### src/rtl/product_bcd_converter_v.sv
// Sequential double-dabble converter: turns the 8-bit multiplier product into three BCD digits,
// one bit per clock, framed by a start/busy/done handshake.
module product_bcd_converter_v (
    input  logic       i_clk,
    input  logic       i_rst,
    input  logic       i_start,
    input  logic [3:0] i_fu0,
    input  logic [3:0] i_fu1,
    output logic       o_busy,
    output logic       o_done,
    output logic [3:0] o_bcd0,
    output logic [3:0] o_bcd1,
    output logic [3:0] o_bcd2
);

    typedef enum logic {IDLE, SHIFT} state_t;

    state_t      state;
    logic [7:0]  bin;
    logic [11:0] sc;
    logic [11:0] sc_adj;
    logic [11:0] sc_next;
    logic [3:0]  cnt;

    // Correct every digit that would overflow past 9 once doubled, then shift in the next bit.
    always_comb begin
        sc_adj = sc;
        for (int i = 0; i < 3; i++) begin
            if (sc[4*i +: 4] >= 4'd5) begin
                sc_adj[4*i +: 4] = sc[4*i +: 4] + 4'd3;
            end
        end
        sc_next = {sc_adj[10:0], bin[7]};
    end

    always_ff @(posedge i_clk) begin
        if (i_rst) begin
            state  <= IDLE;
            bin    <= 8'd0;
            sc     <= 12'd0;
            cnt    <= 4'd0;
            o_busy <= 1'b0;
            o_done <= 1'b0;
            o_bcd0 <= 4'd0;
            o_bcd1 <= 4'd0;
            o_bcd2 <= 4'd0;
        end else begin
            o_done <= 1'b0;
            case (state)
                IDLE: begin
                    if (i_start) begin
                        bin    <= {i_fu1, i_fu0};
                        sc     <= 12'd0;
                        cnt    <= 4'd0;
                        o_busy <= 1'b1;
                        state  <= SHIFT;
                    end
                end
                SHIFT: begin
                    sc  <= sc_next;
                    bin <= {bin[6:0], 1'b0};
                    cnt <= cnt + 4'd1;
                    // Final bit: publish the result directly so the outputs never show partial digits.
                    if (cnt == 4'd7) begin
                        o_bcd2 <= sc_next[11:8];
                        o_bcd1 <= sc_next[7:4];
                        o_bcd0 <= sc_next[3:0];
                        o_done <= 1'b1;
                        o_busy <= 1'b0;
                        state  <= IDLE;
                    end
                end
            endcase
        end
    end

endmodule
### config.mk
export PLATFORM = sky130hd
export DESIGN_NAME = product_bcd_converter_v
export DESIGN_NICKNAME = d
export VERILOG_FILES = /design/src/rtl/product_bcd_converter_v.sv
export SDC_FILE = /design/constraint.sdc
export NUM_CORES = 1
export LEC_CHECK = 0
export CAP_MARGIN = 20
export CELL_PAD_IN_SITES_DETAIL_PLACEMENT = 1
export CELL_PAD_IN_SITES_GLOBAL_PLACEMENT = 1
export CORE_UTILIZATION = 40
export DETAILED_ROUTE_END_ITERATION = 12
export HOLD_SLACK_MARGIN = 0.15
export PLACE_DENSITY = 0.83
export REMOVE_ABC_BUFFERS = 1
export SYNTH_ARGS = -nofsm -noshare
export SYNTH_HDL_FRONTEND = slang
export SYNTH_SLANG_ARGS = --single-unit
### constraint.sdc
create_clock -name i_clk -period 1.9 [get_ports i_clk]
set_clock_uncertainty 0.05 [all_clocks]
set_input_delay 0.38 -clock i_clk [delete_from_list [all_inputs] [get_ports i_clk]]
set_output_delay 0.38 -clock i_clk [all_outputs]
set_load 0.02 [all_outputs]
==> out/summary.md <==
The worst hold path belongs to the class reg -> reg. The final setup slack of the worst path is 0.204 ns, and the area enclosed by the die boundary is 4520 um2. Buffers added to address setup during post-CTS repair amount to 0.

The detailed-route via count was 1418. The first global-routing pass estimated 6.53 mm of wire. The cell row count came out at 23. Summed over all layers, the global routing overflow is 0. By area, the combinational part of the netlist is dominated by compound AO/OA/AOI/OAI gates. The most used flip-flop cell after synthesis is sky130_fd_sc_hd__dfxtp_1. Entering global routing, the biggest net connects 22 pins. Using the TritonRoute via totals, the vias-per-cell ratio works out to 5.43. The tools report the number of antenna violations at the first check in global routing as 0. STA puts the critical path data required time at 1.47 ns.

The run gives 1700 um2 as the netlist area before placement. The tools report the number of top-level pins as 25. TritonCTS built the clock tree.

The worst setup path is captured at a primary output. The fraction of synthesis flops using an asynchronous set or reset pin was 0%. Prior to clock tree synthesis, the placed netlist has a worst setup slack of 0.0613 ns.

At the end of the flow the core is filled with cells to 52.0%. After detailed routing, the average wire length per cell comes to 15.4 um. Setup repair after global routing left no endpoint under its margin.

Cell at the slowest stage of the critical path: sky130_fd_sc_hd__clkdlybuf4s50_1. The remaining antenna violation count after routing was 0; the placeable core region was 4030 um2. The first TritonRoute pass finished after 4 iterations. The total count of hold-check failures in the final report came out at 0. The tools report the number of pins with negative max-slew slack in the final report as 0. After filler insertion, the fill cell instance count of the layout stands at 478. The clock network latency to the later pin of the worst-skew pair was 0.30 ns.

After detailed placement, the total cell area comes to 1990 um2. The count of buffer and inverter cells on the critical path was 1; the overall die height was 67.2 um. The final instance area was 2090 um2. Of all cell types, the one taking the most synthesized area is sky130_fd_sc_hd__dfxtp_1. The number of nets in the layout is 228, and the setup TNS is 0 ns. The tools report the max-capacitance violation count as 0.

For the finished layout, the period the worst path requires is 1.70 ns. From synthesis to final layout, the design area changed by 23.1%. Number of flops mapped to enable cells by yosys: 0.

The final routed DRC violation total was 0. Ranked by total cell area, the synthesized netlist is headed by sky130_fd_sc_hd__dfxtp_1 (46%), sky130_fd_sc_hd__mux2i_1 (7.1%), sky130_fd_sc_hd__a21oi_1 (5.9%), sky130_fd_sc_hd__ha_1 (5.1%), sky130_fd_sc_hd__nor2_1 (4.0%). The tools report the kind of launch point of the worst setup path as a register. The via count of the first global-routing pass is 1479. The most frequent cell after synthesis was sky130_fd_sc_hd__dfxtp_1. The average instance in the mapped netlist occupies 9.25 um2. The commonest cells after synthesis are sky130_fd_sc_hd__dfxtp_1 (39), sky130_fd_sc_hd__a21oi_1 (20), sky130_fd_sc_hd__nor2_1 (18), sky130_fd_sc_hd__mux2i_1 (12), sky130_fd_sc_hd__o21ai_1 (9). The highest clock rate was 0.590 GHz; the antenna cell count was 0. The logs give 0 for the synthesis warning total and 0.347 mV for the largest vdd supply drop. The clock root buffer master was sky130_fd_sc_hd__clkbuf_8. By startpoint and endpoint, the worst setup path is classified as reg -> out.

Summed over its instances, the top area cell type makes up 45.9% of the synthesized netlist area. Dividing total power by cell area gives a power density of 759 nW/um2. At the end of routability-driven placement, the weighted congestion stood at 0.831. The run gives 31 as the count of different cell masters after synthesis. The violation count after the first detailed-route iteration came out at 14.

Of all nets on the critical path, the largest fanout is 2. At the pin with the least slew margin, the transition time is 0.584 ns. The count of buffers added on input and output ports is 24.

The share of the synthesized area in compound gates (AO/OA/AOI/OAI) is 18.8%, and the number of flip-flops and latches in the synthesized netlist is 39. The family with the most delay on the worst path is buffers and inverters. The delay of the slowest cell on the worst path was 0.62 ns; the total number of H-tree levels was 2. The floorplan step set the die width to 67.2 um. The run gives 1.27 ns as the arrival time reported for the critical path endpoint. The HPWL after detailed placement is 2.98 mm. Synthesis handed over a netlist of 184 instances.

In this run, post-CTS hold repair placed 0 buffers. The flow ran to the end, and the final reports show no timing, DRC or antenna violations. Measured against its own limit, the worst slew margin works out to 60.9%.

Of the synthesized area, sequential elements account for 45.9%. In this run the deepest clock path goes through 2 buffers. The ratio of final minimum period to clock period was 89.2%; the share of cell area taken by muxes after synthesis was 7.06%.

Of the total synthesized cell area, the portion taken by AND, OR, NAND and NOR gates is 16.3%. The post-route netlist has 7.58% of its cells at a drive strength greater than 1. CTS saw 39 sinks. The clock transition at the registers of the reported paths is 0.07 ns. The critical path goes through clkdlybuf4s50_1. The CTS buffer count was 5.

The logs give 4.03 mm for the final wirelength and 0 for the post-cts resize count. Across every metal layer, demand over resource in global routing totals 20.1%. After Yosys synthesis, full adders, half adders and majority gates account for 5.15% of the synthesized area.

In this run the static leakage power is 0.780 nW. Summing the areas of all xor and xnor instances in the mapped netlist gives 1.54% of the synthesized area. For the initial core utilization, the log shows 42.2%.

Setup violations remaining at the end of the flow were counted as 0.
## cell type report
class                   count  area [um2]  share of cell area [%]
well taps                  50        62.6                    2.99
multi-input cells         127         830                    39.6
flip-flops and latches     39         781                    37.3
repair buffers             28         283                    13.5
inverters                   9        38.8                    1.85
clock buffers               8         100                    4.78
## kinds of logic (layout without fill, tap and decap cells)
| group | after synthesis | count (layout) |
|---|---|---|
| AND/OR/NAND/NOR | 54 | 54 |
| AO/OA/AOI/OAI | 51 | 51 |
| flip-flops | 39 | 39 |
| buffers and inverters | 18 | 45 |
| multiplexers | 12 | 12 |
| adder cells (fa/ha/maj) | 7 | 7 |
| XOR/XNOR | 3 | 3 |
## registers in the layout (all words and copies together), names as in the netlist
signal and count:
sc 12, o_bcd1 4, cnt 4, state 1
o_bcd2 4, o_done 1, bin 8, o_bcd0 4
o_busy 1
## cell usage in the layout, fill, tap and decap left out, types with 6 or more instances in the layout
| cell | n |
|---|---|
| sky130_fd_sc_hd__nand3_1 | 6 |
| sky130_fd_sc_hd__nand2_1 | 6 |
| sky130_fd_sc_hd__nor3b_1 | 7 |
| sky130_fd_sc_hd__inv_1 | 8 |
| sky130_fd_sc_hd__o21ai_1 | 9 |
| sky130_fd_sc_hd__a21oi_1 | 20 |
| sky130_fd_sc_hd__a22o_1 | 6 |
| sky130_fd_sc_hd__nor3_1 | 6 |
| sky130_fd_sc_hd__clkbuf_8 | 7 |
| sky130_fd_sc_hd__dfxtp_1 | 39 |
| sky130_fd_sc_hd__mux2i_1 | 12 |
| sky130_fd_sc_hd__nor2_1 | 18 |
| sky130_fd_sc_hd__clkdlybuf4s50_1 | 24 |
| sky130_fd_sc_hd__ha_1 | 7 |
## metrics by stage
stage / power, mW / instances / hold slack (ns)
floorplan: 0.923 / 175 / 0.398
global placement: 0.981 / 253 / 0.388
detailed placement: 0.991 / 253 / 0.395
CTS: 1.61 / 261 / 0.405
global route: 1.66 / 261 / 0.417
finish: 1.59 / 261 / 0.400
## per-layer routing
metal  share of wire [%]  wire, um  global-route usage [%]
met1                  43      1740                    20.9
met2                  51      2040                    35.4
met3                 4.1       165                    6.59
met4                 2.1        85                    10.9
met5                   0         0                       0
## path summary, 6_finish.rpt
path,end,cells after the start,from,slack (ns)
min reg2reg,o_bcd1[3],2,o_bcd1[3],0.40
min,o_bcd1[3],2,o_bcd1[3],0.40
max reg2reg,o_bcd2[0],5,cnt[0],0.30
max,o_bcd0[0],1,o_bcd0[0],0.20
## power breakdown
part           internal (mW)  leakage [nW]  switching (mW)
clock network          0.331        0.0515           0.289
registers              0.833         0.316          0.0138
logic                 0.0546         0.413          0.0685
Note: power is estimated with default switching activity, not from simulation.
